**src/rtl/sp_pkg.sv**
```systemverilog
// sp_pkg: shared definitions for the stack-operation sequencer.
//   - sp_op_e     : op encodings on the op input
//   - sp_state_e  : sequencer FSM states
//   - SP_STACK_TOP / SP_STACK_LIMIT : default empty-stack SP and lowest legal address
//   - sp_word_count / sp_is_push    : per-op 16-bit word count and direction
package sp_pkg;

  localparam logic [31:0] SP_STACK_TOP   = 32'd2047;
  localparam logic [31:0] SP_STACK_LIMIT = 32'd1024;

  typedef enum logic [2:0] {
    OpNop  = 3'd0,
    OpPush = 3'd1,
    OpPop  = 3'd2,
    OpCall = 3'd3,
    OpRet  = 3'd4,
    OpInt  = 3'd5,
    OpRti  = 3'd6,
    OpRsvd = 3'd7
  } sp_op_e;

  typedef enum logic [1:0] {
    StIdle = 2'd0,
    StPush = 2'd1,
    StPop  = 2'd2,
    StDone = 2'd3
  } sp_state_e;

  // Number of 16-bit accesses an op needs; 0 means the op is ignored.
  function automatic logic [1:0] sp_word_count(input sp_op_e op);
    logic [1:0] cnt;
    case (op)
      OpPush, OpPop: cnt = 2'd1;
      OpCall, OpRet: cnt = 2'd2;
      OpInt,  OpRti: cnt = 2'd3;
      default:       cnt = 2'd0;
    endcase
    return cnt;
  endfunction

  function automatic logic sp_is_push(input sp_op_e op);
    return (op == OpPush) || (op == OpCall) || (op == OpInt);
  endfunction

endpackage

```
**src/rtl/sp_bounds_check.sv**
```systemverilog
// sp_bounds_check: combinational stack full/empty compare against the current SP.
// Ports:
//   i_sp     in  32  current stack pointer
//   o_full   out 1   a push at this SP would go below STACK_LIMIT
//   o_empty  out 1   a pop at this SP would go above the empty-stack SP
module sp_bounds_check
  import sp_pkg::*;
#(
  parameter logic [31:0] STACK_TOP   = SP_STACK_TOP,
  parameter logic [31:0] STACK_LIMIT = SP_STACK_LIMIT
) (
  input  logic [31:0] i_sp,
  output logic        o_full,
  output logic        o_empty
);

  assign o_full  = (i_sp < STACK_LIMIT);
  assign o_empty = (i_sp >= STACK_TOP);

endmodule

```
**src/rtl/sp_sequencer.sv**
```systemverilog
// sp_sequencer: splits PUSH/POP/CALL/RET/INT/RTI into one 16-bit stack access per cycle,
// driving data memory and the external SP register, and stalling until the op completes.
// Optional feature: define SP_BOUNDS_CHECK_EN to enable full/empty checking with stack_fault.
// Ports:
//   i_clk, i_rst_n (async, active-low)
//   i_op_valid, i_op[2:0], o_op_ready            op handshake (ready only in idle)
//   i_push_data[15:0], i_pc_in[31:0], i_flags_in[15:0]  op operands, latched on accept
//   i_sp_read_data[31:0], o_sp_write_data[31:0], o_sp_write_enable   SP register port
//   o_mem_addr[31:0], o_mem_wdata[15:0], o_mem_write, o_mem_read, i_mem_rdata[15:0]
//   o_stall, o_done, o_stack_fault              status (done/fault are one-cycle pulses)
//   o_pop_data[15:0], o_pc_out[31:0], o_flags_out[15:0]  pop results, held until next pop
module sp_sequencer
  import sp_pkg::*;
#(
  parameter logic [31:0] STACK_TOP   = SP_STACK_TOP,
  parameter logic [31:0] STACK_LIMIT = SP_STACK_LIMIT
) (
  input  logic        i_clk,
  input  logic        i_rst_n,
  input  logic        i_op_valid,
  input  logic [2:0]  i_op,
  output logic        o_op_ready,
  input  logic [15:0] i_push_data,
  input  logic [31:0] i_pc_in,
  input  logic [15:0] i_flags_in,
  input  logic [31:0] i_sp_read_data,
  output logic [31:0] o_sp_write_data,
  output logic        o_sp_write_enable,
  output logic [31:0] o_mem_addr,
  output logic [15:0] o_mem_wdata,
  output logic        o_mem_write,
  output logic        o_mem_read,
  input  logic [15:0] i_mem_rdata,
  output logic        o_stall,
  output logic        o_done,
  output logic [15:0] o_pop_data,
  output logic [31:0] o_pc_out,
  output logic [15:0] o_flags_out,
  output logic        o_stack_fault
);

  sp_state_e   r_state, w_state_d;
  sp_op_e      r_op, w_op_d;
  logic [31:0] r_pc, w_pc_d;
  logic [15:0] r_flags, w_flags_d;
  logic [15:0] r_push_data, w_push_data_d;
  logic [1:0]  r_cnt, w_cnt_d;
  logic [15:0] r_pop_data, w_pop_data_d;
  logic [31:0] r_pc_out, w_pc_out_d;
  logic [15:0] r_flags_out, w_flags_out_d;

  sp_op_e      w_op_in;
  logic [1:0]  w_cnt_load;
  logic [15:0] w_push_word;
  logic        w_full;
  logic        w_empty;
  logic        w_fault_set;

  assign w_op_in    = sp_op_e'(i_op);
  assign w_cnt_load = sp_word_count(w_op_in);

`ifdef SP_BOUNDS_CHECK_EN
  logic r_fault;

  sp_bounds_check #(
    .STACK_TOP   (STACK_TOP),
    .STACK_LIMIT (STACK_LIMIT)
  ) u_bounds_check (
    .i_sp    (i_sp_read_data),
    .o_full  (w_full),
    .o_empty (w_empty)
  );

  // Fault flag is cleared on every accept so it only reflects the op just completed.
  always_ff @(posedge i_clk or negedge i_rst_n) begin
    if (!i_rst_n) begin
      r_fault <= 1'b0;
    end else if (r_state == StIdle) begin
      r_fault <= 1'b0;
    end else if (w_fault_set) begin
      r_fault <= 1'b1;
    end
  end

  assign o_stack_fault = (r_state == StDone) && r_fault;
`else
  logic w_unused_params;

  assign w_full          = 1'b0;
  assign w_empty         = 1'b0;
  assign w_unused_params = ^{STACK_TOP, STACK_LIMIT, w_fault_set};
  assign o_stack_fault   = 1'b0;
`endif

  // Word order: CALL/INT push the PC high half first; INT appends flags last.
  always_comb begin
    w_push_word = r_push_data;
    case (r_op)
      OpCall: w_push_word = (r_cnt == 2'd2) ? r_pc[31:16] : r_pc[15:0];
      OpInt: begin
        case (r_cnt)
          2'd3:    w_push_word = r_pc[31:16];
          2'd2:    w_push_word = r_pc[15:0];
          default: w_push_word = r_flags;
        endcase
      end
      default: w_push_word = r_push_data;
    endcase
  end

  always_comb begin
    w_state_d         = r_state;
    w_op_d            = r_op;
    w_pc_d            = r_pc;
    w_flags_d         = r_flags;
    w_push_data_d     = r_push_data;
    w_cnt_d           = r_cnt;
    w_pop_data_d      = r_pop_data;
    w_pc_out_d        = r_pc_out;
    w_flags_out_d     = r_flags_out;
    w_fault_set       = 1'b0;
    o_sp_write_data   = 32'd0;
    o_sp_write_enable = 1'b0;
    o_mem_addr        = 32'd0;
    o_mem_wdata       = 16'd0;
    o_mem_write       = 1'b0;
    o_mem_read        = 1'b0;

    unique case (r_state)
      StIdle: begin
        if (i_op_valid && (w_cnt_load != 2'd0)) begin
          w_op_d        = w_op_in;
          w_pc_d        = i_pc_in;
          w_flags_d     = i_flags_in;
          w_push_data_d = i_push_data;
          w_cnt_d       = w_cnt_load;
          w_state_d     = sp_is_push(w_op_in) ? StPush : StPop;
        end
      end

      StPush: begin
        if (w_full) begin
          // Abandon the remaining words; nothing is written this cycle.
          w_fault_set = 1'b1;
          w_state_d   = StDone;
        end else begin
          o_mem_addr        = i_sp_read_data;
          o_mem_wdata       = w_push_word;
          o_mem_write       = 1'b1;
          o_sp_write_data   = i_sp_read_data - 32'd1;
          o_sp_write_enable = 1'b1;
          w_cnt_d           = r_cnt - 2'd1;
          if (r_cnt == 2'd1) begin
            w_state_d = StDone;
          end
        end
      end

      StPop: begin
        if (w_empty) begin
          w_fault_set = 1'b1;
          w_state_d   = StDone;
        end else begin
          o_mem_addr        = i_sp_read_data + 32'd1;
          o_mem_read        = 1'b1;
          o_sp_write_data   = i_sp_read_data + 32'd1;
          o_sp_write_enable = 1'b1;
          w_cnt_d           = r_cnt - 2'd1;
          // RET/RTI pop in reverse push order: flags, PC low, PC high.
          case (r_op)
            OpRet, OpRti: begin
              case (r_cnt)
                2'd3:    w_flags_out_d      = i_mem_rdata;
                2'd2:    w_pc_out_d[15:0]   = i_mem_rdata;
                default: w_pc_out_d[31:16]  = i_mem_rdata;
              endcase
            end
            default: w_pop_data_d = i_mem_rdata;
          endcase
          if (r_cnt == 2'd1) begin
            w_state_d = StDone;
          end
        end
      end

      StDone: begin
        w_state_d = StIdle;
      end

      default: begin
        w_state_d = StIdle;
      end
    endcase
  end

  always_ff @(posedge i_clk or negedge i_rst_n) begin
    if (!i_rst_n) begin
      r_state     <= StIdle;
      r_op        <= OpNop;
      r_pc        <= 32'd0;
      r_flags     <= 16'd0;
      r_push_data <= 16'd0;
      r_cnt       <= 2'd0;
      r_pop_data  <= 16'd0;
      r_pc_out    <= 32'd0;
      r_flags_out <= 16'd0;
    end else begin
      r_state     <= w_state_d;
      r_op        <= w_op_d;
      r_pc        <= w_pc_d;
      r_flags     <= w_flags_d;
      r_push_data <= w_push_data_d;
      r_cnt       <= w_cnt_d;
      r_pop_data  <= w_pop_data_d;
      r_pc_out    <= w_pc_out_d;
      r_flags_out <= w_flags_out_d;
    end
  end

  assign o_op_ready  = (r_state == StIdle);
  assign o_stall     = (r_state != StIdle);
  assign o_done      = (r_state == StDone);
  assign o_pop_data  = r_pop_data;
  assign o_pc_out    = r_pc_out;
  assign o_flags_out = r_flags_out;

endmodule
```
**config.mk**
```make
export PLATFORM = sky130hd
export DESIGN_NAME = sp_sequencer
export DESIGN_NICKNAME = d
export VERILOG_FILES = /design/src/rtl/sp_pkg.sv /design/src/rtl/sp_bounds_check.sv /design/src/rtl/sp_sequencer.sv
export SDC_FILE = /design/constraint.sdc
export NUM_CORES = 1
export LEC_CHECK = 0
export ABC_AREA = 1
export CELL_PAD_IN_SITES_DETAIL_PLACEMENT = 0
export CELL_PAD_IN_SITES_GLOBAL_PLACEMENT = 1
export CORE_ASPECT_RATIO = 1.25
export CORE_MARGIN = 5
export CORE_UTILIZATION = 35
export DETAILED_ROUTE_END_ITERATION = 10
export GPL_TIMING_DRIVEN = 0
export PLACE_DENSITY = 0.95
export SKIP_LAST_GASP = 1
export SYNTH_ARGS = -nofsm -noshare
export SYNTH_HDL_FRONTEND = slang
export SYNTH_HIERARCHICAL = 1
export SYNTH_SLANG_ARGS = --single-unit
```
**constraint.sdc**
```tcl
create_clock -name i_clk -period 4.1 [get_ports i_clk]
set_input_delay 0.41 -clock i_clk [delete_from_list [all_inputs] [get_ports i_clk]]
set_output_delay 0.41 -clock i_clk [all_outputs]
set_load 0.1 [all_outputs]
```
After elaboration in Yosys (flattened, before gate mapping)
Index checks and enable logic that the tools add are counted.
{"block": "word_totals", "register_bits": 135, "inputBits": 118, "elab_cells": 69}
{"block": "op_classes", "n_addsub": 3, "eq_ne": 18, "muxes": 16, "bitwise_logic": 2, "reduce_logical": 20}
{"operator": "case mux 32 bit (2 select lines)", "count": 2}
{"operator": "case mux 16 bit (2 select lines)", "count": 2}
{"operator": "adder 32 x 1 -> 32 bit (second input constant)", "count": 1}
{"operator": "two-way mux 16 bit", "count": 2}
{"operator": "subtractor 32 x 1 -> 32 bit (second input constant)", "count": 1}
{"operator": "equality test 3 bit (second input constant)", "count": 6}
{"operator": "case mux 2 bit (3 select lines)", "count": 2}
{"operator": "OR reduction 2 bit", "count": 6}
{"operator": "equality test 3 x 2 -> 1 bit (second input constant)", "count": 3}
{"operator": "AND reduction 3 bit", "count": 3}
{"operator": "equality test 2 bit (second input constant)", "count": 4}
{"operator": "two-way mux 2 bit", "count": 4}
{"operator": "AND reduction 2 bit", "count": 4}
{"operator": "nonzero test 2 bit", "count": 3}
{"operator": "equality test 2 x 1 -> 1 bit (second input constant)", "count": 2}
{"operator": "inequality test 2 x 1 -> 1 bit (second input constant)", "count": 2}
{"operator": "case mux 2 bit (2 select lines)", "count": 1}
{"operator": "equality test 3 x 1 -> 1 bit (second input constant)", "count": 1}
{"operator": "two-way mux 1 bit", "count": 3}
{"operator": "zero test 2 bit", "count": 1}
{"operator": "logical OR 1 bit", "count": 2}
{"operator": "inverter 1 bit", "count": 2}
{"operator": "subtractor 2 x 1 -> 2 bit (second input constant)", "count": 1}
{"operator": "logical AND 1 bit", "count": 1}

Logic depth before layout (Yosys ltp)
{"block": "depth", "word_depth": 7, "depth_mapped": 10, "ltp_nobuf": 10}

Least setup slack after synthesis
OpenSTA, ideal clock, no wires.
{"block": "synth_path", "path_type": "reg-to-output", "start": "register r_state[1]", "end": "output port o_sp_write_data[0]", "arrival_ns": 4.205, "slack_ns": -0.515, "stages_incl_launch_ff": 7, "n_path_buf": 2, "cell_sequence": "dfrtp_1 > inv_1 > ha_1 > buf_2 > clkinv_1 > clkbuf_1 > a211oi_1"}
{"block": "synth_between", "elab_chain_cells": 2, "word_cells_on_any_way": 3, "classes_between": "eq/ne (2); mux (1)"}
{"item": "start: declaration", "line_no": "sp_sequencer.sv:42", "text": "sp_state_e r_state, w_state_d;"}
{"item": "start signal: assignment", "line_no": "sp_sequencer.sv:198", "text": "r_state <= StIdle;"}
{"item": "start signal: assignment", "line_no": "sp_sequencer.sv:208", "text": "r_state <= w_state_d;"}
{"item": "equality test 2 bit / equality test 2 x 1 -> 1 bit (equally long branches)", "line_no": "sp_sequencer.sv:129", "text": "unique case (r_state)"}
{"item": "case mux 32 bit (2 select lines) (*)", "line_no": "sp_sequencer.sv:129"}
{"item": "end: declaration", "line_no": "sp_sequencer.sv:27", "text": "output logic [31:0] o_sp_write_data,"}
Mark *: on every way between the ends. The rest lies on a longest branch, timed or not.

Final worst setup path
{"block": "layout_path", "start": "register r_state[1]", "end": "output port o_mem_addr[1]"}
{"block": "layout_between", "elab_chain_cells": 2, "word_cells_on_any_way": 3, "classes_between": "eq/ne (2); mux (1)"}
{"item": "equality test 2 bit / equality test 2 x 1 -> 1 bit (equally long branches)", "line_no": "sp_sequencer.sv:129"}
{"item": "case mux 32 bit (2 select lines) (*)", "line_no": "sp_sequencer.sv:129"}
{"item": "end: declaration", "line_no": "sp_sequencer.sv:29", "text": "output logic [31:0] o_mem_addr,"}
Marks and branches as above.

==> metrics.txt <==
Worst-path clk slew 0.06 ns; Finished Core Util 50.2%; FILL cells 2443; total CTS buffers 17; Cell variety after synth 30; first-pass GRT wire length 52800 um; Post-Place Worst Slack 0.134 ns; Hold Crit Class in -> async; synth warn 6; Setup crit start r_state[1]; delay-heaviest family, CP buffers and inverters; vias in the first global route 9767; Synth Cell Area 8650 um^2; Final WS setup 0.187 ns; initial antenna violation count 1; met2 usage 43.5%; initial core utilization 35.4%; Max Freq 0.256 GHz; Post-synth EDFFs 0; synthesized net count 1440; Slew headroom 29.1%; fin crit period 3.91 ns; worst-path cell chain inv_1 -> ha_1 -> buf_2 -> clkbuf_1 -> nand2_1 -> a21oi_1 -> clkdlybuf4s50_1; die span in y 186 um; routed length per placed instance 17.9 um; crit path DAT 3.50 ns; clk sinks 135; pin count of the biggest net entering global routing 91; Setup crit end kind primary output; Yosys reg bits 135; core box area 24400 um^2; Mapped Cells 1312; period utilization 95.4%; TritonCTS clock tree built; DP HPWL 26500 um; die area 28000 um^2; WL final 34500 um; internal reg-to-reg setup slack 1.87 ns; Slew Limit Fails 0; GRT Max-Usage Layer met2; dominant synthesized flop cell dfrtp_1; DIE WIDTH 151 um; Crit Path Max Fanout 10; GP Congestion 0.960; CP peak stage delay 1.16 ns; Iter 0 DRT Violations 610; Pre-antenna DRT Iters 6; Worst path slowest cell clkdlybuf4s50_1; DP Area 11600 um^2; Final setup viols 0; H-Tree Level Count 4; Placed Cells 1889; Async SR Flop Fraction 100%; Clock Skew 0.00765 ns; worst path required time 3.69 ns; WP buf/inv 4; DRC violations left 0; startpoint types register; Nets 1707; Ports 269; root buffer cell clkbuf_16; Tot GR Track Use 24.5%; antenna fix cells 0; clock latency on the worst-skew pair 0.42 ns; # rows 64; total grt overflow 0; outcome finished clean; area occupied by multi-input gates 4350 um^2; clk buf depth 2; RSZ-0062 raised after global routing no; routed vias 9793; max-cap violation count 0; port bufs 246; Non-Filler Instances 1921; Avg Inst Size Synth 6.59 um^2; share of cells above drive strength 1 7.10%; ANT nets after route 0; vias per cell 5.10; hold violation count in the final report 0; CP Class reg -> out; met3 Use GR 6.09%; met1 Use GR 27.1%; Post-Layout Inst Area 12300 um^2; post-synthesis sequential area ratio 39.1%; area delta synth->final 41.7%; Register Area 3380 um^2; actual slew at the worst max-slew pin 1.06 ns; post-CTS setup buffer count 0; worst r2r src r_cnt[0]
layer usage:
layer | part of all wire, % | wire (um)
met3 | 7.6 | 2620
met5 | 0.038 | 13
met2 | 51 | 17500
met4 | 4.9 | 1700
met1 | 37 | 12700
stage by stage:
| step | TNS, ns | hold WS [ns] |
|---|---|---|
| after detailed placement | 0 | 0.371 |
| after global placement | -361.24 | 0.467 |
| final | 0 | 0.471 |
| after global routing | 0 | 0.503 |
| after CTS | 0 | 0.487 |
| after floorplan | 0 | 0.114 |
what timing repair did:
action | 4_1_cts | 5_1_grt
pin swaps | 0 | 0
gates cloned | 0 | 0
endpoints found under the hold margin | 45 | 0
setup endpoints to repair | 20 | 51
hold buffers | 1 | 0
resized for setup | 20 | 57
Yosys cell counts, types with 6 or more instances:
library cell,n,area (um^2)
nor2_1,133,499
a31oi_1,10,62.6
ha_1,10,125
nor2_2,15,93.8
o21ai_0,141,706
nand2_1,390,1460
nand3_1,88,440
buf_1,6,22.5
buf_2,31,155
a21oi_1,98,490
o211ai_1,20,150
inv_1,140,526
nand2_2,6,37.5
o21ai_1,19,95.1
clkbuf_1,32,120
inv_2,8,30.0
dfrtp_1,135,3380
sequential cells by signal (all words and copies together), names as in the netlist:
register,flops
r_flags,16
r_op,3
r_cnt,2
o_pc_out,32
r_push_data,16
o_flags_out,16
r_state,2
r_pc,32
o_pop_data,16
cell usage in the layout (no fill, tap or decap), types with 16 or more instances in the layout:
cell               n
o211ai_1          20
nand2_1          390
clkdlybuf4s50_1  178
dlymetal6s2s_1    48
o21ai_0          140
inv_1            140
clkbuf_1          33
clkbuf_16         17
dfrtp_1          135
dlygate4sd2_1     16
nand3_1           88
buf_2             32
a21oi_1           98
o21ai_1           20
nor2_1           133
cell families after synthesis:
group / after synthesis / share of synthesized area, %
other: 1 / 0.0433
xor gates and xnor gates: 2 / 0.203
DFF: 135 / 39.1
adders and majority gates: 10 / 1.45
AOI/OAI and AO/OA: 293 / 17.8
buffers and inverters: 226 / 10.7
and+or+nand+nor: 645 / 30.7
area by class of cell:
type,count,share of cell area (%)
Clock inverter,13,1.41
Clock buffer,18,3.50
Timing Repair Buffer,248,21.1
Tap cell,330,3.37
Sequential cell,135,27.6
Inverter,150,4.59
Buffer,76,2.99
Multi-Input combinational cell,951,35.5
final timing paths:
| kind | endpoint | cells after the start |
|---|---|---|
| max | o_mem_addr[1] | 7 |
| min | o_pc_out[9] | 2 |
| max reg2reg | o_pc_out[22] | 7 |
| min reg2reg | o_pop_data[15] | 2 |
| max in group asynchronous | r_pc[11] | 3 |
| min in group i_clk | o_pop_data[15] | 2 |
Power is left out: the tool's default activity adds up to more than one toggle a clock period on the data nets, which glitch-free logic cannot reach.
